**src/rtl/reaction_game_ctrl_pkg.sv**
```systemverilog
// Shared types and constants for the reaction-time game round sequencer.
package reaction_game_ctrl_pkg;

  localparam int unsigned TW = 13;

  typedef logic [TW-1:0] ms_t;

  localparam ms_t BEST_INIT = 13'h1FFF;

  typedef enum logic [2:0] {
    IDLE,
    REQ,
    WAIT_RNG,
    DELAY,
    GO,
    DONE,
    FOUL
  } state_t;

endpackage

```
**src/rtl/reaction_game_ctrl_ms_tick_gen.sv**
```systemverilog
// Millisecond prescaler: counts 0..MS_DIV-1 and flags the last count as tick.
module ms_tick_gen #(
  parameter int unsigned MS_DIV = 100000
) (
  input  logic clk,
  input  logic rst,
  input  logic clr,
  output logic tick
);

  localparam int unsigned CW = (MS_DIV > 1) ? $clog2(MS_DIV) : 1;

  logic [CW-1:0] cnt;

  assign tick = (cnt == CW'(MS_DIV - 1));

  always_ff @(posedge clk or posedge rst) begin
    if (rst) begin
      cnt <= '0;
    end else if (clr || tick) begin
      cnt <= '0;
    end else begin
      cnt <= cnt + CW'(1);
    end
  end

endmodule

```
**src/rtl/reaction_game_ctrl.sv**
```systemverilog
// One round of the reaction game: random delay, GO lamp, latency measurement,
// foul/timeout detection and best-time tracking.
module reaction_game_ctrl
  import reaction_game_ctrl_pkg::*;
#(
  parameter int unsigned MS_DIV     = 100000,
  parameter int unsigned TIMEOUT_MS = 2000
) (
  input  logic          clk,
  input  logic          rst,
  input  logic          start,
  input  logic          press,
  input  logic [TW-1:0] rand_num,
  output logic          rand_new,
  output logic          led_go,
  output logic [TW-1:0] react_ms,
  output logic          result_valid,
  output logic          too_early,
  output logic          timeout,
  output logic [TW-1:0] best_ms,
  output logic          busy
);

  localparam ms_t TMO = ms_t'(TIMEOUT_MS);

  state_t state, state_n;
  logic   start_q, press_q;
  logic   start_e, press_e;
  logic   tick, tick_clr;
  ms_t    delay_cnt, delay_n;
  ms_t    rt_cnt, rt_n;
  ms_t    react_n, best_n;
  logic   valid_n, early_n, tmo_n;

  assign start_e = start & ~start_q;
  assign press_e = press & ~press_q;

  ms_tick_gen #(.MS_DIV(MS_DIV)) u_tick (
    .clk  (clk),
    .rst  (rst),
    .clr  (tick_clr),
    .tick (tick)
  );

  always_comb begin
    state_n = state;
    delay_n = delay_cnt;
    rt_n    = rt_cnt;
    react_n = react_ms;
    best_n  = best_ms;
    valid_n = result_valid;
    early_n = too_early;
    tmo_n   = timeout;
    unique case (state)
      IDLE: if (start_e) state_n = REQ;
      REQ: begin
        state_n = WAIT_RNG;
        valid_n = 1'b0;
        early_n = 1'b0;
        tmo_n   = 1'b0;
        react_n = '0;
      end
      WAIT_RNG: begin
        state_n = DELAY;
        delay_n = (rand_num == '0) ? ms_t'(1) : rand_num;
      end
      DELAY: begin
        // a press beats expiry when both land on the same cycle
        if (press_e) begin
          state_n = FOUL;
          early_n = 1'b1;
          react_n = '0;
        end else if (tick) begin
          if (delay_cnt == ms_t'(1)) begin
            state_n = GO;
            rt_n    = '0;
          end else begin
            delay_n = delay_cnt - ms_t'(1);
          end
        end
      end
      GO: begin
        if (press_e) begin
          state_n = DONE;
          react_n = rt_cnt;
          valid_n = 1'b1;
          if (rt_cnt < best_ms) best_n = rt_cnt;
        end else if (tick) begin
          if (rt_cnt + ms_t'(1) == TMO) begin
            state_n = DONE;
            rt_n    = TMO;
            react_n = TMO;
            tmo_n   = 1'b1;
          end else begin
            rt_n = rt_cnt + ms_t'(1);
          end
        end
      end
      DONE, FOUL: if (start_e) state_n = REQ;
      default: state_n = IDLE;
    endcase
    // restart the prescaler on entry so the first ms of each phase is full length
    tick_clr = ((state_n == DELAY) && (state != DELAY)) ||
               ((state_n == GO) && (state != GO));
  end

  always_ff @(posedge clk or posedge rst) begin
    if (rst) begin
      state        <= IDLE;
      start_q      <= 1'b0;
      press_q      <= 1'b0;
      delay_cnt    <= '0;
      rt_cnt       <= '0;
      rand_new     <= 1'b0;
      led_go       <= 1'b0;
      react_ms     <= '0;
      result_valid <= 1'b0;
      too_early    <= 1'b0;
      timeout      <= 1'b0;
      best_ms      <= BEST_INIT;
      busy         <= 1'b0;
    end else begin
      state        <= state_n;
      start_q      <= start;
      press_q      <= press;
      delay_cnt    <= delay_n;
      rt_cnt       <= rt_n;
      rand_new     <= (state_n == REQ);
      led_go       <= (state_n == GO);
      react_ms     <= react_n;
      result_valid <= valid_n;
      too_early    <= early_n;
      timeout      <= tmo_n;
      best_ms      <= best_n;
      busy         <= (state_n == REQ) || (state_n == WAIT_RNG) ||
                      (state_n == DELAY) || (state_n == GO);
    end
  end

endmodule

```
**config.mk**
```make
export PLATFORM = sky130hd
export DESIGN_NAME = reaction_game_ctrl
export DESIGN_NICKNAME = d
export VERILOG_FILES = /design/src/rtl/reaction_game_ctrl_pkg.sv /design/src/rtl/reaction_game_ctrl_ms_tick_gen.sv /design/src/rtl/reaction_game_ctrl.sv
export SDC_FILE = /design/constraint.sdc
export NUM_CORES = 1
export LEC_CHECK = 0
export BUFFER_PORTS_ARGS = -buffer_cell sky130_fd_sc_hd__buf_2
export CORE_MARGIN = 1
export CORE_UTILIZATION = 45
export DETAILED_ROUTE_END_ITERATION = 8
export PLACE_DENSITY_LB_ADDON = 0.12
export SKIP_CTS_REPAIR_TIMING = 1
export SLEW_MARGIN = 10
export SYNTH_ARGS = -nofsm -noshare
export SYNTH_HDL_FRONTEND = slang
export SYNTH_HIERARCHICAL = 1
export SYNTH_SLANG_ARGS = --single-unit
```
**constraint.sdc**
```tcl
create_clock -name clk -period 3 [get_ports clk]
set_clock_uncertainty 0.05 [all_clocks]
set_input_delay 0.6 -clock clk [delete_from_list [all_inputs] [get_ports clk]]
set_output_delay 0.6 -clock clk [all_outputs]
set_load 0.05 [all_outputs]
```
# Yosys cells after proc, flatten, opt, wreduce, memory -nomap -nowiden
# Cells that the tools add are included.
# totals
wordCells	103
out_inout_bits	32
register_bits	80
# op_classes
n_addsub	3
reduce_logical	22
eq_ne	26
bitwise_logic	4
order_cmp	1
n_mux	33
# op_table
cell	n
2-to-1 mux 13 bit	14
case mux 13 bit (2 select lines)	2
case mux 13 bit (3 select lines)	1
2-to-1 mux 3 bit	7
adder 17 x 1 -> 17 bit (second input constant)	1
== test 17 bit (second input constant)	1
2-to-1 mux 17 bit	1
case mux 3 bit (5 select lines)	1
inequality test 2 bit (second input constant)	7
adder 13 x 1 -> 13 bit (second input constant)	1
== test 13 x 1 -> 1 bit (second input constant)	1
== test 13 x 11 -> 1 bit (second input constant)	1
zero test 13 bit	1
less-than comparator 13 bit	1
subtractor 13 x 1 -> 13 bit (second input constant)	1
== test 3 x 2 -> 1 bit (second input constant)	4
== test 3 bit (second input constant)	4
AND reduction 4 bit	3
nonzero test 2 bit	4
== test 3 x 1 -> 1 bit (second input constant)	2
inequality test 3 x 2 -> 1 bit (second input constant)	2
inequality test 3 bit (second input constant)	2
case mux 1 bit (2 select lines)	3
AND reduction 6 bit	1
11 further kinds	23

# Depth between registers and ports, before layout
# Gate-level depths: netlist of run 1.
# depth
ltp_word	11
depth_mapped	11

# Cells and area by module
# Netlist of run 1, hierarchy kept.
# by_module_without_submodules
mod	seq_area_each_um2	cells_each	area_each_um2	instances
reaction_game_ctrl	1592.8	373	3614.7	1
ms_tick_gen	425.4	90	877.1	1

# Worst setup path before layout of run 1
# No wires, ideal clock.
# synth_timing
path_type	register to register
start	register delay_cnt[4]
end	register u_tick.cnt[10]
arrival_time_ps	2520
synth_period_minus_slack_ps	2691
path_buffers	1
setup_slack_ps	309
path_stages_with_launch	11
setup_time_ps	121
required_ps	2829
cell_sequence	dfrtp_1 > or4_4 > or4_4 > nor2_4 > and4b_4 > nand2_1 > a21oi_1 > inv_1 > o31ai_4 > buf_2 > nor2_1
# synth_between
elab_chain_cells	10
word_cells_on_any_way	12
classes_between	eq/ne (3); mux (5); reduce/logical (4)
# synth_lines
item	line	source
start, declared	reaction_game_ctrl.sv:30	ms_t delay_cnt, delay_n;
start signal, assigned	reaction_game_ctrl.sv:126	delay_cnt <= delay_n;
== test 13 x 1 -> 1 bit *	reaction_game_ctrl.sv:74	if (delay_cnt == ms_t'(1)) begin
2-to-1 mux 3 bit *	reaction_game_ctrl.sv:74	
2-to-1 mux 3 bit *	reaction_game_ctrl.sv:73	end else if (tick) begin
2-to-1 mux 3 bit *	reaction_game_ctrl.sv:69	if (press_e) begin
case mux 3 bit (5 select lines) *	reaction_game_ctrl.sv:54	unique case (state)
== test 3 x 2 -> 1 bit or == test 3 bit (tied branches)	reaction_game_ctrl.sv:103, reaction_game_ctrl.sv:104	
logical AND 1 bit, on equally long branches	reaction_game_ctrl.sv:103, reaction_game_ctrl.sv:104	
logical OR 1 bit *	reaction_game_ctrl.sv:103	tick_clr = ((state_n == DELAY) && (state != DELAY)) ||
named net tick_clr	reaction_game_ctrl.sv:29	logic tick, tick_clr;
logical OR 1 bit *	reaction_game_ctrl_ms_tick_gen.sv:20	end else if (clr || tick) begin
2-to-1 mux 17 bit *	reaction_game_ctrl_ms_tick_gen.sv:20	
end signal, assigned	reaction_game_ctrl_ms_tick_gen.sv:23	cnt <= cnt + CW'(1);
end, declared	reaction_game_ctrl_ms_tick_gen.sv:13	logic [CW-1:0] cnt;
# The timed path passes the listed nets; every way through them passes the cells marked *.
# A chain may end at the register's enable or synchronous reset.

# Final worst setup path of run 1
# layout_timing
start	register delay_cnt[4]
end	register u_tick.cnt[5]
# Same word-level chain as after synthesis.

==> results of run 1 <==
## critical path: stages (launching register included)
cell	delay [ns]
dfrtp_1	0.44
or4_4	0.56
or4_4	0.46
nor2_4	0.13
and4b_4	0.31
nand2_1	0.08
a21oi_1	0.24
inv_1	0.11
o31ai_4	0.18
nor2_1	0.12
## logic make-up (layout without fill, tap and decap cells)
kind of cell	after synthesis	in the layout	synth area share, %
simple gates	168	168	19.9
compound gates	123	123	19.2
flops	80	80	44.9
buf+inv	46	99	4.93
fa+ha+maj	16	16	4.46
xor+xnor	16	16	3.12
mux	14	14	3.51
## Yosys cell counts, drive strengths merged (8+ instances only)
| library cell | n |
|---|---|
| dfrtp | 67 |
| nor2 | 52 |
| o21ai | 42 |
| nand2 | 31 |
| a21oi | 24 |
| inv | 23 |
| nand3 | 17 |
| ha | 16 |
| buf | 15 |
| nor3 | 15 |
| mux2 | 14 |
| dfstp | 13 |
| a31oi | 12 |
| xnor2 | 10 |
| a22o | 9 |
| clkbuf | 8 |
| nor4 | 8 |
## per-layer routing
layer / track usage (%) / routed length, um / vias up
li1: - / - / 1777
met1: 26.2 / 4420 / 1726
met2: 32.7 / 4730 / 63
met3: 3.28 / 321 / 11
met4: 9.12 / 150 / 0
met5: 0 / 0 / -
## power by group through the flow
stage | combinational (uW) | clock (uW) | sequential [uW]
floorplan | 822 | 0 | 1430
global placement | 1020 | 0 | 1420
detailed placement | 1040 | 0 | 1430
CTS | 1040 | 742 | 1410
global route | 1160 | 788 | 1440
finish | 1030 | 710 | 1410
## state kept, by name (all words and copies together) (netlist names)
| register | flops |
|---|---|
| best_ms | 13 |
| busy | 1 |
| delay_cnt | 13 |
| led_go | 1 |
| press_q | 1 |
| rand_new | 1 |
| react_ms | 13 |
| result_valid | 1 |
| rt_cnt | 13 |
| start_q | 1 |
| state | 3 |
| timeout | 1 |
| too_early | 1 |
| u_tick/cnt | 17 |
## through the flow
stage                     power [uW]  instance area (um^2)  util, %
final                           3150                  5040     51.8
after global routing            3390                  5040     51.8
after CTS                       3190                  5040     51.8
after detailed placement        2470                  4870     50.0
after global placement          2440                  4870     50.0
after floorplan                 2260                  4490        -
## final timing paths
| check | endpoint | depth (start not counted) |
|---|---|---|
| max | u_tick/cnt[5]$_DFF_PP0_ | 9 |
| min | led_go$_DFF_PP0_ | 3 |
| max reg2reg | u_tick/cnt[5]$_DFF_PP0_ | 9 |
| min reg2reg | u_tick/cnt[0]$_DFF_PP0_ | 1 |
| max in group asynchronous | u_tick/cnt[16]$_DFF_PP0_ | 2 |
| min in group clk | start_q$_DFF_PP0_ | 1 |
## layout make-up
type                    instances  area [um^2]  share of cell area, %
clock buffers                  10          138                   2.73
flip-flops and latches         80         2020                   40.0
well taps                     133          166                   3.30
multi-input cells             337         2250                   44.7
clock inverters                 6         35.0                  0.695
repair buffers                 60          343                   6.80
inverters                      23         86.3                   1.71
==> results.md, run 1 <==
- I/O Pins: 49
- Internal Power: approximately 1900 uW
- Synth cell types: 65
- Syn Nets: between 400 and 500
- Crit Path Class: reg2reg
- Hold Crit Class: in2async
- Net Switching: 1240 uW
- Port Buf Inserts: 48
- Global route total overflow: 0
- Comb power frac: 32.6%
- Wire per inst: roughly 15 um
- Slew Viols, Final: 0
- DRT iter0 DRCs: 92
- Placed insts: 633
- DRC viols: 0
- LEAKAGE: around 0.0022 uW
- Ys flop type: dfrtp_1
- Endpoints failing hold: 0
- Tcrit/Tclk final: a little over nine tenths
- Status: complete, no violations
- Share of the yosys chip area belonging to registers: between 40 and 50%
- Starting Density: 46.2%
- Leading area contributor after synthesis: dfrtp_1
- Top cells by area, synth: dfrtp_1 (37%), dfstp_2 (7.6%), ha_1 (4.5%)
- Setup-failing EPs final: 0
- Layout cells sized above 1: 26.6%
- MaxCap Viol Count: 0
- Clock power frac: a little under a quarter
- Setup tns final: 0 ns
- Worst Tran Pin Value: approximately 0.74 ns
- Reg-to-Reg Start: delay_cnt[4]$_DFFE_PP0P_
- N_diodes: 0
- FFs w/ async S/R, synth: between 90% and 100%
- Core area: a little under 0.01 mm^2
- RSZ-0062 raised after global routing: false
- Post-Layout Cell Count: roughly 650
- Crit Path Max Fanout: 16
- FMAX: between 300 and 400 MHz
- Vias in the first global route: ~3300
- Most frequent cells in the layout: dfrtp_1 (67), nor2_1 (51), buf_2 (48), nand2_1 (30), o21ai_0 (29)
- Die H: 102 um
- CTS Buf Count: 9
- CTS tree: done
- DR vias: between 3000 and 4000
- First-pass GRT wire length: approximately 16000 um
- Total Routing Usage GR: between 20% and 30%
- Crit start category: flop
- DP HPWL: a little under 7000 um
- Drt pass-1 iters: 4
- Fin nets: 544
- CP Data Arrival Time: 3.01 ns
- Yosys warns: 6
- Area grow syn2layout: 12.2%
- Crit path required time: between 3 and 4 ns
- Post-synth top area share: between 30% and 40%
- Largest net degree at the start of global routing: between 60 and 70
- FP Rows: 36
- Fin Hold WS: ~0.25 ns
- Avg Cell Area, Syn: roughly 9.7 um^2
- Switching Fraction: ~40%
- Die X: around 100 um
- FILL cells: between 900 and 1000
- Critical Path End Type: flop
- R2r setup slk: 0.16 ns
- Clock tree buffer depth: 2
- Final Critical Period: ~2.8 ns
- Mapped Cells: between 400 and 500
- Number of synthesized flops with an enable pin: 0
- Worst VDD drop: 0.412 mV
- Number of synthesized register bits: 80
- DR vias/cell: approximately 5.5
- RePlAce Congestion: 0.807
- ANT nets after route: 0
- Initial antenna violation count: 0
- Seq pwr share: 44.8%
- Power per cell area: between 600 and 700 mW/mm^2
- Clk root buf: clkbuf_8
- Drt total wl: approximately 9600 um
- Later-pin clock latency in the skew report: roughly 0.36 ns
- H-Tree Depth: 3
- CTS Sinks: 80
- Commonest non-fill, non-tap cell in the layout: dfrtp_1
- Relative slew slack: just over 50%
- Worst Setup Slack, final: about 0.16 ns
- Setup crit start: delay_cnt[4]$_DFFE_PP0P_
- Clock slew seen by the registers of the worst setup and hold paths: approximately 0.08 ns
- Cell area after synthesis: between 0.004 and 0.005 mm^2
- Die area: 0.0104 mm^2
- DP Worst Slack: 0.168 ns
Note: power is estimated with default switching activity, not from simulation.
==> inputs of run 2 (changes only) <==
SETUP_SLACK_MARGIN = 0.4   (was unset)
==> run 2 against run 1 <==
Compared with the run above:
- critical path depth decreased by 2
- sequential share of layout area decreased by 2.3 points
- total power increased by 9.3%
- first-iteration DRC count increased by 78%
- combinational power increased by 21%
==> results.md, run 2 (synthesized netlist as in run 1, its figures left out) <==
- Crit Path Max Fanout: 14 (-2)
- N_diodes: 0 (unchanged)
- Crit Path Class: reg2reg
- Layout cells sized above 1: 32.5% (+5.9 points)
- RePlAce Congestion: 0.799 (-1.1%)
- CTS tree: done
- Relative slew slack: 46.2% (-4.2 points)
- I/O Pins: 49 (unchanged)
- Wire per inst: 15.5 um (+4.9%)
- FP Rows: 36 (unchanged)
- Final Critical Period: 2.65 ns (-0.187 ns)
- Layout Utilization: 55.1% (+3.3 points)
- Area grow syn2layout: 19.4%
- Drt pass-1 iters: 5 (+1)
- Worst Tran Pin Value: 0.805 ns (+0.0635 ns)
- Comb power frac: 36.5% (+3.9 points)
- Slowest stage delay, CP: 0.53 ns (-0.03 ns)
- Tcrit/Tclk final: 88.3% (-6.2 points)
- MaxCap Viol Count: 0 (unchanged)
- Initial antenna violation count: 0 (unchanged)
- Most frequent cells in the layout: dfrtp_1 (62), nor2_1 (51), buf_2 (49), buf_4 (32), nand2_1 (30)
- Top reg by flops: u_tick/cnt
- Hold Crit Class: in2async
- Worst path bufs/invs: 0 (-1)
- DRC viols: 0 (unchanged)
- Fin Hold WS: 0.293 ns (+0.0411 ns)
- Power per cell area: 642 mW/mm^2 (+2.7%)
- Drt total wl: 10500 um (+9.1%)
- Status: complete, no violations
- Fin nets: 570 (+4.8%)
- Clock slew seen by the registers of the worst setup and hold paths: 0.09 ns (about the same)
- Core area: 0.00973 mm^2 (unchanged)
- CTS Sinks: 80 (unchanged)
- DP HPWL: 6890 um (-0.92%)
- Crit start category: flop
- RSZ-0062 raised after global routing: true
- Commonest non-fill, non-tap cell in the layout: dfrtp_1
- Clock tree buffer depth: 2 (unchanged)
- Clock power frac: 23.0% (+0.4 points)
- FMAX: 378 MHz (+7.1%)
- Critical Path End Type: flop
- Worst VDD drop: 0.434 mV (+5.4%)
- Cell Chain, Critical Path: or4_4 > or4_4 > nor2_4 > and4b_4 > a31oi_4 > o21ai_0 > o21ai_0
- Setup-failing EPs final: 0 (unchanged)
- LEAKAGE: 0.00235 uW (+6.5%)
- Die H: 102 um (unchanged)
- Setup tns final: 0 ns (unchanged)
- Port Buf Inserts: 48 (unchanged)
- Crit path required time: 3.17 ns (about the same)
- Placed insts: 636 (+0.47%)
- Slew Viols, Final: 0 (unchanged)
- Vias in the first global route: 3383 (+1.9%)
- Die X: 102 um (unchanged)
- Seq pwr share: 40.6% (-4.2 points)
- Post-route cell area: 0.00536 mm^2 (+6.4%)
- Internal Power: 2100 uW (+10%)
- First-pass GRT wire length: 16000 um (-0.17%)
- Total Routing Usage GR: 19.8% (-0.21 points)
- CP Data Arrival Time: 2.82 ns (-0.19 ns)
- H-Tree Depth: 3 (unchanged)
- Endpoints failing hold: 0 (unchanged)
- DR vias: 3764 (+5.2%)
- Later-pin clock latency in the skew report: 0.35 ns (about the same)
- ANT nets after route: 0 (unchanged)
- Clk root buf: clkbuf_8
- Global route total overflow: 0 (unchanged)
- Cell Area, Placed: 0.00489 mm^2 (+0.54%)
- Slowest CP cell: or4_4
- Critical path's top delay family: simple AND/OR/NAND/NOR gates
- DR vias/cell: 5.58 (+1.2%)
- Net Switching: 1340 uW (+8.1%)
- Max reg flops: 17 (unchanged)
- Starting Density: 46.2% (unchanged)
- Switching Fraction: 39.0% (-0.45 points)
- CTS Buf Count: 9 (unchanged)
- Largest net degree at the start of global routing: 37 (-42%)
- DRT iter0 DRCs: 164 (+78%)
- Post-Layout Cell Count: 675 (+4.0%)
- Die area: 0.0104 mm^2 (unchanged)
==> run 2: cell types whose count changed in the layout (fill, tap and decap cells not counted), sizes merged <==
cell,previous run,this run
clkinv,4,2
o22a,3,5
bufinv,0,1
clkbuf,10,11
o31ai,5,6
buf,60,83
==> run 2: routing by layer <==
layer  global-route usage [%]  routed length (um)
met5                        0                   0
met4                     7.58                 167
met3                     2.60                 447
met2                     32.3                5130
met1                     27.0                4740
==> run 2: power groups by stage <==
| stage | combinational, uW | clock [uW] | sequential (uW) |
|---|---|---|---|
| floorplan | 836 | 0 | 1430 |
| CTS | 1080 | 810 | 1400 |
| global route | 1380 | 852 | 1420 |
| detailed placement | 1070 | 0 | 1410 |
| finish | 1250 | 790 | 1400 |
| global placement | 1060 | 0 | 1410 |
==> run 2: worst register-to-register path: stages, from the launching register on <==
cell and delay [ns]:
dfrtp_1 0.41, or4_4 0.53, or4_4 0.53, nor2_4 0.14
and4b_4 0.32, a31oi_4 0.23, o21ai_0 0.22, o21ai_0 0.11
==> run 2: final cells by class <==
cell class                      instances  area (um^2)
Clock inverter                          5         58.8
Inverter                               23         86.3
Multi-Input combinational cell        340         2370
Timing Repair Buffer                   83          526
Tap cell                              133          166
Fill cell                             911         4370
Sequential cell                        80         2020
Clock buffer                           11          131
==> run 2: worst paths after layout <==
check / from / to / slack (ns) / cells past startpoint
hold reg to reg: u_tick/cnt[0]$_DFF_PP0_ / u_tick/cnt[0]$_DFF_PP0_ / 0.43 / 1
setup / recovery: delay_cnt[5]$_DFFE_PP0P_ / rt_cnt[6]$_DFFE_PP0P_ / 0.35 / 7
hold / removal: rst / u_tick/cnt[0]$_DFF_PP0_ / 0.29 / 2
setup reg to reg: delay_cnt[5]$_DFFE_PP0P_ / rt_cnt[6]$_DFFE_PP0P_ / 0.35 / 7
min in group clk: start / start_q$_DFF_PP0_ / 0.33 / 1
max in group asynchronous: rst / best_ms[10]$_DFFE_PP1P_ / 1.92 / 3
==> run 2: stage by stage <==
stage | total power (uW) | setup WS (ns)
6_report | 3440 | 0.352
4_1_cts | 3280 | 0.239
3_3_place_gp | 2470 | 0.326
3_5_place_dp | 2480 | 0.261
2_1_floorplan | 2270 | 0.402
5_1_grt | 3650 | 0.263
